[src/rtl/round_timer_pkg.sv]
// Shared definitions for the round timer: FSM state encoding and prescaler sizing helper.
package round_timer_pkg;

    typedef logic [1:0] state_t;

    localparam state_t ST_IDLE   = 2'd0;
    localparam state_t ST_RUN    = 2'd1;
    localparam state_t ST_PAUSED = 2'd2;
    localparam state_t ST_DONE   = 2'd3;

    // Smallest counter width able to hold 0..div-1 (never narrower than one bit).
    function automatic int div_width(input int div);
        return (div <= 2) ? 1 : $clog2(div);
    endfunction

endpackage

[src/rtl/round_timer_tick_prescaler.sv]
// Tick prescaler: counts 0..TICK_DIV-1 while enabled and emits a one-cycle tick on the last count.
// clr restarts the count from zero and overrides en; a disabled counter simply holds its value.
module tick_prescaler
    import round_timer_pkg::*;
#(
    parameter int TICK_DIV = 1000,
    parameter int DIV_W    = div_width(TICK_DIV)
) (
    input  logic clk,
    input  logic rst,
    input  logic clr,
    input  logic en,
    output logic tick
);

    localparam logic [DIV_W-1:0] LAST = DIV_W'(TICK_DIV - 1);

    logic [DIV_W-1:0] presc_q;
    logic [DIV_W-1:0] presc_d;

    // Next count: clear wins, otherwise advance and wrap on the last count while enabled.
    always_comb begin
        presc_d = presc_q;
        if (clr) begin
            presc_d = '0;
        end else if (en) begin
            presc_d = (presc_q == LAST) ? '0 : presc_q + 1'b1;
        end
    end

    assign tick = en && !clr && (presc_q == LAST);

    // Prescaler count register.
    always_ff @(posedge clk or posedge rst) begin
        if (rst) begin
            presc_q <= '0;
        end else begin
            presc_q <= presc_d;
        end
    end

endmodule

[src/rtl/round_timer.sv]
// Game-round timer: counts prescaled ticks up to a limit or down from it to zero,
// with pause/resume, abort, a held done flag and a one-cycle expiry pulse.
module round_timer
    import round_timer_pkg::*;
#(
    parameter int TICK_DIV = 1000,
    parameter int VALUE_W  = 8,
    parameter int DIV_W    = div_width(TICK_DIV)
) (
    input  logic               clk,
    input  logic               rst,
    input  logic               start,
    input  logic               count_down,
    input  logic [VALUE_W-1:0] limit,
    input  logic               pause,
    input  logic               abort,
    output logic [VALUE_W-1:0] value,
    output logic               running,
    output logic               paused,
    output logic               done,
    output logic               expired
);

    state_t             state_q,   state_d;
    logic [VALUE_W-1:0] value_q,   value_d;
    logic [VALUE_W-1:0] limit_q,   limit_d;
    logic               mode_q,    mode_d;
    logic               expired_q, expired_d;

    logic               tick;
    logic               presc_en;
    logic               active;
    logic               at_target;
    logic [VALUE_W-1:0] target;
    logic [VALUE_W-1:0] next_value;

    assign target     = mode_q ? '0 : limit_q;
    assign at_target  = (value_q == target);
    assign next_value = mode_q ? value_q - 1'b1 : value_q + 1'b1;
    assign active     = (state_q == ST_RUN) || (state_q == ST_PAUSED);

    // Time only advances in cycles where the timer is active, not held by pause, and not
    // being reloaded or aborted. Counting the release cycle out of PAUSED makes a pause of
    // N cycles delay every later tick by exactly N cycles.
    assign presc_en = active && !pause && !abort && !start && !at_target;

    tick_prescaler #(
        .TICK_DIV (TICK_DIV),
        .DIV_W    (DIV_W)
    ) u_prescaler (
        .clk  (clk),
        .rst  (rst),
        .clr  (start),
        .en   (presc_en),
        .tick (tick)
    );

    // FSM and value update with priority start > abort > pause > tick.
    always_comb begin
        state_d   = state_q;
        value_d   = value_q;
        limit_d   = limit_q;
        mode_d    = mode_q;
        expired_d = 1'b0;
        if (start) begin
            mode_d  = count_down;
            limit_d = limit;
            value_d = count_down ? limit : '0;
            state_d = ST_RUN;
        end else if (abort && (state_q != ST_IDLE)) begin
            state_d = ST_IDLE;
        end else begin
            case (state_q)
                ST_RUN: begin
                    if (at_target) begin
                        state_d   = ST_DONE;
                        expired_d = 1'b1;
                    end else if (tick) begin
                        value_d = next_value;
                        if (next_value == target) begin
                            state_d   = ST_DONE;
                            expired_d = 1'b1;
                        end
                    end else if (pause) begin
                        state_d = ST_PAUSED;
                    end
                end
                ST_PAUSED: begin
                    if (!pause) begin
                        state_d = ST_RUN;
                        if (tick) begin
                            value_d = next_value;
                            if (next_value == target) begin
                                state_d   = ST_DONE;
                                expired_d = 1'b1;
                            end
                        end
                    end
                end
                default: begin
                    state_d = state_q;
                end
            endcase
        end
    end

    // State, count, captured mode/limit and expiry pulse registers.
    always_ff @(posedge clk or posedge rst) begin
        if (rst) begin
            state_q   <= ST_IDLE;
            value_q   <= '0;
            limit_q   <= '0;
            mode_q    <= 1'b0;
            expired_q <= 1'b0;
        end else begin
            state_q   <= state_d;
            value_q   <= value_d;
            limit_q   <= limit_d;
            mode_q    <= mode_d;
            expired_q <= expired_d;
        end
    end

    assign value   = value_q;
    assign running = (state_q == ST_RUN);
    assign paused  = (state_q == ST_PAUSED);
    assign done    = (state_q == ST_DONE);
    assign expired = expired_q;

endmodule

[config.mk]
export PLATFORM = sky130hd
export DESIGN_NAME = round_timer
export DESIGN_NICKNAME = d
export VERILOG_FILES = /design/src/rtl/round_timer_pkg.sv /design/src/rtl/round_timer_tick_prescaler.sv /design/src/rtl/round_timer.sv
export SDC_FILE = /design/constraint.sdc
export NUM_CORES = 1
export LEC_CHECK = 0
export CAP_MARGIN = 20
export CORE_MARGIN = 3
export CORE_UTILIZATION = 45
export CTS_CLUSTER_SIZE = 28
export DETAILED_ROUTE_END_ITERATION = 10
export MAX_ROUTING_LAYER = met4
export PLACE_DENSITY = 0.66
export REMOVE_ABC_BUFFERS = 1
export SYNTH_ARGS = -nofsm -noshare
export SYNTH_HDL_FRONTEND = slang
export SYNTH_SLANG_ARGS = --single-unit
[constraint.sdc]
create_clock -name clk -period 6.36 [get_ports clk]
set_input_delay 0.954 -clock clk [delete_from_list [all_inputs] [get_ports clk]]
set_output_delay 0.954 -clock clk [all_outputs]
set_load 0.02 [all_outputs]
=== Word-level counts from Yosys, hierarchy flattened ===
Index checks and enable logic that the tools add are counted.

* $add $sub $neg: 3
* $mul: 0
* Div/mod/pow operators: 0
* $lt $le $gt $ge: 0
* Equal/unequal tests: 12
* Shifts and indexed selects: 0
* Muxes and demuxes: 29
* Bitwise gates (word level): 0
* Reductions and logical operators: 18

{| class="wikitable"
|+ Operators by type and width
! operator !! count
|-
| $mux W8 || 8
|-
| $mux W10 || 3
|-
| $mux W2 || 9
|-
| $eq A8 B8 Y1 || 2
|-
| $pmux W8 S2 || 1
|-
| $ne A6 B3 Y1 const B || 2
|-
| $add A10 B1 Y10 const B || 1
|-
| $eq A10 B10 Y1 const B || 1
|-
| $add A8 B1 Y8 const B || 1
|-
| $reduce_and A4 Y1 || 2
|-
| $sub A8 B1 Y8 const B || 1
|-
| $logic_and A1 B1 Y1 || 7
|-
| $mux W1 || 6
|-
| $ne A3 B3 Y1 const B || 2
|-
| $eq A2 B2 Y1 const B || 2
|-
| $logic_not A1 Y1 || 4
|-
| $ne A4 B3 Y1 const B || 1
|-
| $pmux W2 S2 || 1
|-
| $reduce_bool A2 Y1 || 2
|-
| $reduce_bool A4 Y1 || 1
|-
| $reduce_bool A3 Y1 || 1
|-
| $eq A2 B1 Y1 const B || 1
|-
| $ne A2 B2 Y1 const B || 1
|-
| $pmux W1 S2 || 1
|-
| $logic_or A1 B1 Y1 || 1
|}

* Register bits after elaboration: 30
* Bits in latches: 0
* Memory bits (writable): 0
* Bits in read-only memories: 0
* Output and inout port bits: 12
* Logic and storage cells: 68
* Memories kept: 0

=== Depth between registers and ports, before layout ===
Gate-level depths: netlist of run 1.

* Depth in word-level cells: 13
* Mapped depth: 11

=== Modules after synthesis ===
Synthesis of run 1 repeated with hierarchy kept, for this count alone.

* Cells, all modules: 261
* Area, all modules: 2377.3 um2

{| class="wikitable"
|+ By module, submodules not included
! module !! times used !! cells an instance !! area an instance (um2) !! sequential area each (um2)
|-
| round_timer || 1 || 193 || 1752.9 || 500.5
|-
| tick_prescaler || 1 || 68 || 624.3 || 250.2
|}

=== Worst setup path after synthesis of run 1 ===
OpenSTA, ideal clock, no wires.

* Path type: reg-to-reg
* Start point: register mode_q
* End point: register state_q[1]
* Setup time: 125 ps
* Arrival: 2662 ps
* Required time: 6235 ps
* Slack: 3573 ps
* Stages on the path, launching flop included: 10
* Buffers on the path: 0
* Clock period less this slack: 2787 ps
* Cell sequence: dfrtp_1 ha_1 inv_2 or4_1 nand4_2 mux2i_1 a41oi_2 o311ai_1 and3_4 mux2_4

* Word-level cells in the longest chain between the ends: 11

{| class="wikitable"
|+ Ends and longest elaborated chain
! element !! line !! RTL
|-
| start, declared || round_timer.sv:27 || <nowiki>logic mode_q, mode_d;</nowiki>
|-
| start signal, assigned || round_timer.sv:119 || <nowiki>mode_q <= mode_d;</nowiki>
|-
| $mux W8 || round_timer.sv:37 || <nowiki>assign target = mode_q ? '0 : limit_q;</nowiki>
|-
| $eq A8 B8 Y1 || round_timer.sv:38 || <nowiki>assign at_target = (value_q == target);</nowiki>
|-
| $logic_not A1 Y1 || round_timer.sv:45 || <nowiki>assign presc_en = active && !pause && !abort && !start && !at_target;</nowiki>
|-
| $logic_and A1 B1 Y1 || round_timer.sv:45 ||
|-
| $logic_and A1 B1 Y1 (2 in series) || round_timer_tick_prescaler.sv:31 || <nowiki>assign tick = en && !clr && (presc_q == LAST);</nowiki>
|-
| $mux W2, on equally long branches || round_timer.sv:91, round_timer.sv:78 ||
|-
| $mux W2, on equally long branches || round_timer.sv:89, round_timer.sv:75 ||
|-
| $pmux W2 S2 || round_timer.sv:73 || <nowiki>case (state_q)</nowiki>
|-
| $mux W2 || round_timer.sv:70 || <nowiki>end else if (abort && (state_q != ST_IDLE)) begin</nowiki>
|-
| $mux W2 || round_timer.sv:65 || <nowiki>if (start) begin</nowiki>
|-
| end signal, assigned || round_timer.sv:116 || <nowiki>state_q <= state_d;</nowiki>
|-
| end, declared || round_timer.sv:24 || <nowiki>state_t state_q, state_d;</nowiki>
|}

Several ways; a longest one is shown, not always the timed one. The select of a mux whose other input is x is not followed.
A chain may end at the register's enable or synchronous reset.

=== Final worst setup path of run 1 ===
Ends and elaborated chain as after synthesis.

==> results.py, run 1 <==
metrics = {
    "run_status": {
        "status": "finished, final reports clean",
    },
    "worst_setup_path": {
        "path_max_fanout": 23,
        "cp_data_required_time_ns": 6.58,
        "critPathBufInv": 1,
        "crit_type": "reg2reg",
        "slowest_stage": "dfrtp_1",
        "critPathTopFamily": "simple AND/OR/NAND/NOR gates",
        "start_kind": "register",
        "arrival_ns": 3.47,
        "path_cells": "ha_1, inv_2, or4_1, nand4_2, mux2i_1, a41oi_2, or4b_1, a21boi_1, mux2_4",
        "slowest_delay_ns": 0.65,
        "cp-end-kind": "register",
    },
    "floorplanning": {
        "io_pins": 26,
        "start_util": 0.4764,
        "num_rows": 25,
        "fp.dieW_um": 77.41,
        "fp.coreArea_um2": 4817,
        "dieArea_um2": 5992,
        "die_h_um": 77.41,
    },
    "grt": {
        "grt_pass1_wl_um": 8776,
        "gr-total-overflow": 0,
        "grt_pass1_vias": 1833,
        "grt_max_degree": 31,
        "grt_antenna_before_repair": 0,
        "grt.total_usage": 0.1863,
    },
    "timing": {
        "rsz0062_at_grt": "no",
        "setup_tns_ns": 0,
        "final-setup-viol-count": 0,
        "clock-skew-final_ns": 0.007552,
        "maxSlewHeadroom": 0.5306,
        "finalHoldViolCount": 0,
        "fmax_mhz": 307.6,
        "fin_ws_ns": 3.109,
        "finalCritPeriodShare": 0.5111,
        "tightest_slew_ns": 0.7042,
        "drv_slew": 0,
        "period_minus_slack_ns": 3.251,
    },
    "route": {
        "vias": 1917,
        "dr.pass1.iters": 4,
        "drc": 0,
        "post_drt_wl_per_cell_um": 14.64,
        "vias_per_cell": 5.509,
        "wl_um": 5096,
        "drtIter0Drc": 73,
        "ant_nets": 0,
    },
    "clock_tree": {
        "path_clk_slew_ns": 0.07,
        "cts_root_buffer": "clkbuf_8",
        "cts_setup_buffers": 0,
        "cts_tree": "yes",
        "htreeDepth": 2,
        "clkSinkCount": 30,
        "clk_latency_ns": 0.28,
        "hold_buffers": 0,
        "cts_buffers": 5,
        "cts-resized-gates": 0,
        "clk_path_buf_depth": 2,
    },
    "power": {
        "ir_drop_mv": 0.1407,
        "p_leak_uw": 0.001111,
        "powerDensity_nw_per_um2": 350.2,
    },
    "layout": {
        "nNetsFinal": 306,
        "mostFrequentLayoutCell": "nor2_1",
        "diodes": 0,
        "areaGrowthSynthToFinish_pct": 19.47,
        "drive_above_1_share": 0.1246,
        "fillers": 468,
        "layout_common_cells": "36 x nor2_1, 30 x dfrtp_1, 25 x clkdlybuf4s50_1, 18 x nand2_1, 13 x xnor2_1",
    },
    "logic_synthesis": {
        "ys.flop_type": "dfrtp_1",
        "synthCells": 254,
        "ys_types": 66,
        "synth_warnings": 0,
        "yosys.area.top_type": "dfrtp_1",
        "async_reset_ff_frac": 1.000,
        "synth-edff-count": 0,
        "ys_ff_latch": 30,
        "syn-cell-area_um2": 2295,
        "seq_area_frac_synth": 0.3272,
        "synthTopCellsByArea": "dfrtp_1 33%, ha_1 6.0%, nor2_1 5.9%, xnor2_1 5.0%, mux2_2 3.9%",
        "syn_avg_cell_area_um2": 9.034,
        "synth_top_area_frac": 0.3272,
    },
    "placement": {
        "io_buffer_count": 25,
        "place_hpwl_um": 3643,
        "dp_slack_ns": 3.164,
        "gp_congestion": 0.8471,
    },
    "worst_hold_path": {
        "hold_class": "reg2reg",
    },
    "run": {
        "cap_violations": 0,
    },
}
==> where the power goes <==
part	switching (uW)	leakage (uW)	internal (uW)
clock	74.0	0.0000714	167
sequential	50.2	0.000383	219
combinational	240	0.000656	210
total	364	0.00111	596
==> sequential cells by signal, summed over array words and instances, names as in the netlist <==
register,flops
mode_q,1
limit_q,8
value,8
expired,1
u_prescaler.presc_q,10
state_q,2
==> cell families after synthesis <==
family | Yosys count | share of synthesized area
compound gates | 61 | 0.1930
xor+xnor | 22 | 0.08724
fa+ha+maj | 12 | 0.06870
buf+inv | 20 | 0.03926
flops | 30 | 0.3272
mux | 12 | 0.05943
simple gates | 97 | 0.2252
==> worst min-delay path: cells and delay by family, from the launching register on <==
kind | cells | cell delay, ns
xor+xnor | 1 | 0.07
flops | 1 | 0.37
simple gates | 1 | 0.07
==> synthesized netlist by cell type, drive strengths merged, types with 2 or more instances <==
cell / number
nand2: 19
o2111ai: 2
mux2: 10
nor4bb: 2
nand3: 5
o21ai: 18
mux2i: 2
or2: 4
nand2b: 5
a41oi: 2
nor3b: 2
a21oi: 9
xor2: 8
inv: 11
dfrtp: 30
a221oi: 2
a31oi: 5
xnor2: 14
or4: 3
clkbuf: 2
nor2b: 2
nand3b: 2
a21o: 3
nor2: 38
buf: 6
and3: 4
o211ai: 5
nand4: 4
a22oi: 3
ha: 11
a211oi: 4
==> worst paths after layout <==
kind                       depth (start not counted)                      to                   start  slack, ns
min reg2reg                                        2  u_prescaler.presc_q[9]  u_prescaler.presc_q[9]       0.55
max reg2reg                                        9              state_q[1]                  mode_q       3.11
max                                                9              state_q[1]                  mode_q       3.11
min                                                2  u_prescaler.presc_q[9]  u_prescaler.presc_q[9]       0.55
max in group asynchronous                          3              limit_q[6]                     rst       5.02
min in group asynchronous                          3                value[6]                     rst       1.04
==> layer usage <==
metal	up-vias	share of wire	track usage
met3	4	0.027	0.03364
met2	34	0.48	0.3048
met4	0	0.010	0.04804
met1	915	0.48	0.2392
li1	964	-	-
met5	-	0	-
==> metrics by stage <==
step	cell area, um2	std cells	total power [uW]	hold WS [ns]	util
4_1_cts	2741	348	968.2	0.5595	0.5691
6_report	2741	348	959.9	0.5472	0.5691
3_5_place_dp	2599	340	720.3	0.5481	0.5395
5_1_grt	2741	348	1032	0.5985	0.5691
3_3_place_gp	2599	340	716.2	0.5358	0.5395
2_1_floorplan	2250	246	595.9	0.5052	-
==> area by class of cell <==
class                      instances  area, um2  share of cell area
multi-input combinational        204       1454              0.5303
sequential                        30      750.7              0.2738
timing repair buffer              27      265.3             0.09676
tap                               67      83.83             0.03058
clock buffer                       6      82.58             0.03012
clock inverter                     2      60.06             0.02191
inverter                          12      45.04             0.01643
Note: power is estimated with default switching activity, not from simulation.
==> inputs of run 2 (changes only) <==
Clock period 6.36 ns to 3.15 ns, I/O delays scaled along.
==> results.py, run 2 (same netlist as run 1, synthesis figures left out) <==
metrics = {
    "clock_tree": {
        "hold_buffers": 0,
        "cts_tree": "yes",
        "path_clk_slew_ns": 0.07,
        "clk_latency_ns": 0.28,
        "cts_buffers": 5,
        "cts_root_buffer": "clkbuf_8",
        "clk_path_buf_depth": 2,
        "clkSinkCount": 30,
        "htreeDepth": 2,
    },
    "layout": {
        "fin_area_um2": 2788,
        "drive_above_1_share": 0.1463,
        "nNetsFinal": 312,
        "fin_util": 0.5787,
        "fillers": 469,
        "diodes": 0,
        "areaGrowthSynthToFinish_pct": 21.48,
        "largest-register": "u_prescaler.presc_q",
        "layout_common_cells": "36 x nor2_1, 29 x dfrtp_1, 25 x clkdlybuf4s50_1, 18 x nand2_1, 13 x xnor2_1",
        "multi_input_comb_area_um2": 1454,
        "stdcell_count": 354,
        "mostFrequentLayoutCell": "nor2_1",
        "largest_reg_flops": 10,
        "seq_area_um2": 752.0,
    },
    "placement": {
        "place_hpwl_um": 3858,
        "io_buffer_count": 25,
        "dpl_cell_area_um2": 2644,
        "dp_cells": 346,
        "gp_congestion": 0.8837,
    },
    "timing": {
        "finalCritPeriodShare": 0.9474,
        "whs_ns": 0.5704,
        "final-setup-viol-count": 0,
        "drv_slew": 0,
        "rsz0062_at_grt": "no",
        "clock-skew-final_ns": 0.007033,
        "maxSlewHeadroom": 0.6117,
        "period_minus_slack_ns": 2.984,
        "fmax_mhz": 335.1,
        "finalHoldViolCount": 0,
        "tightest_slew_ns": 0.5786,
        "setup_tns_ns": 0,
    },
    "worst_setup_path": {
        "path_cells": "ha_1, inv_2, or4_1, nand4_2, mux2i_1, a41oi_2, o311ai_1, and3_4, mux2_4",
        "crit_type": "reg2reg",
        "r2r_setup_slack_ns": 0.17,
        "cp-end-kind": "register",
        "path_max_fanout": 16,
        "cp_data_required_time_ns": 3.32,
        "slowest_delay_ns": 0.54,
        "slowest_stage": "or4_1",
        "arrival_ns": 3.16,
        "start_kind": "register",
    },
    "power": {
        "p_sw_uw": 752.0,
        "p_seq_frac": 0.268,
        "p_clk_frac": 0.251,
        "p_leak_uw": 0.001139,
        "sw_frac_of_total": 0.3815,
        "p_comb_frac": 0.481,
        "ir_drop_mv": 0.3628,
        "internal-power_uw": 1219,
        "powerDensity_nw_per_um2": 707.2,
    },
    "route": {
        "vias_per_cell": 5.627,
        "vias": 1992,
        "drc": 0,
        "post_drt_wl_per_cell_um": 15.01,
        "drtIter0Drc": 41,
        "dr.pass1.iters": 4,
        "ant_nets": 0,
        "wl_um": 5313,
    },
    "grt": {
        "grt_max_degree": 31,
        "grt_antenna_before_repair": 0,
        "grt_pass1_wl_um": 9453,
        "grt_pass1_vias": 2007,
        "gr-total-overflow": 0,
        "grt-busiest-layer": "met2",
        "grt.total_usage": 0.1991,
        "met3_usage": 0.03944,
        "grt_util_met2": 0.3238,
        "met1_usage": 0.2548,
    },
    "floorplanning": {
        "num_rows": 25,
        "io_pins": 26,
        "die_h_um": 77.41,
        "fp.dieW_um": 77.41,
        "fp.coreArea_um2": 4817,
        "start_util": 0.4764,
        "dieArea_um2": 5992,
    },
    "worst_hold_path": {
        "hold_class": "in2async",
    },
    "run": {
        "cap_violations": 0,
    },
    "run_status": {
        "status": "finished, final reports clean",
    },
}
run 2: worst paths after layout:
| path | from | end | depth (start not counted) |
|---|---|---|---|
| setup / recovery | mode_q | state_q[1] | 9 |
| hold / removal | rst | state_q[0] | 3 |
| setup reg to reg | mode_q | state_q[1] | 9 |
| hold reg to reg | u_prescaler.presc_q[9] | u_prescaler.presc_q[9] | 2 |
| max in group asynchronous | rst | mode_q | 3 |
| min in group clk | u_prescaler.presc_q[9] | u_prescaler.presc_q[9] | 2 |
run 2: layout make-up:
type,count,area share
clock buffers,6,0.02962
clock inverters,2,0.02154
inverters,12,0.01616
multi-input cells,204,0.5215
flip-flops and latches,30,0.2697
well taps,67,0.03007
repair buffers,33,0.1113
run 2: per-layer routing:
metal	routed length (um)	vias up
met5	0	-
met4	73	0
met3	201	8
met2	2567	35
met1	2471	960
li1	-	989
run 2: critical path, delay by kind of cell (launching register included):
kind | cells | cell delay, ns
AND/OR/NAND/NOR | 3 | 0.93
flip-flops | 1 | 0.52
adder cells (fa/ha/maj) | 1 | 0.45
AO/OA/AOI/OAI | 2 | 0.37
multiplexers | 2 | 0.54
buffers and inverters | 1 | 0.06
run 2: repair_timing:
action | in CTS | in global routing
setup buffers | 0 | 0
endpoints found under the hold margin | 0 | 0
endpoints found under the setup margin | 0 | 3
gates resized for setup | 0 | 1
run 2: power by group through the flow:
stage               Combinational [uW]  Sequential (uW)  Clock (uW)
finish                             949              528         494
global placement                   933              534           0
CTS                                952              529         506
detailed placement                 941              536           0
floorplan                          643              560           0
global route                      1060              542         523
run 2: per-stage QoR:
step	setup slack [ns]	power [uW]
floorplan	0.2545	1203
global placement	0.1391	1468
detailed placement	0.06558	1477
CTS	0.04060	1986
global route	0.03167	2121
finish	0.1656	1972
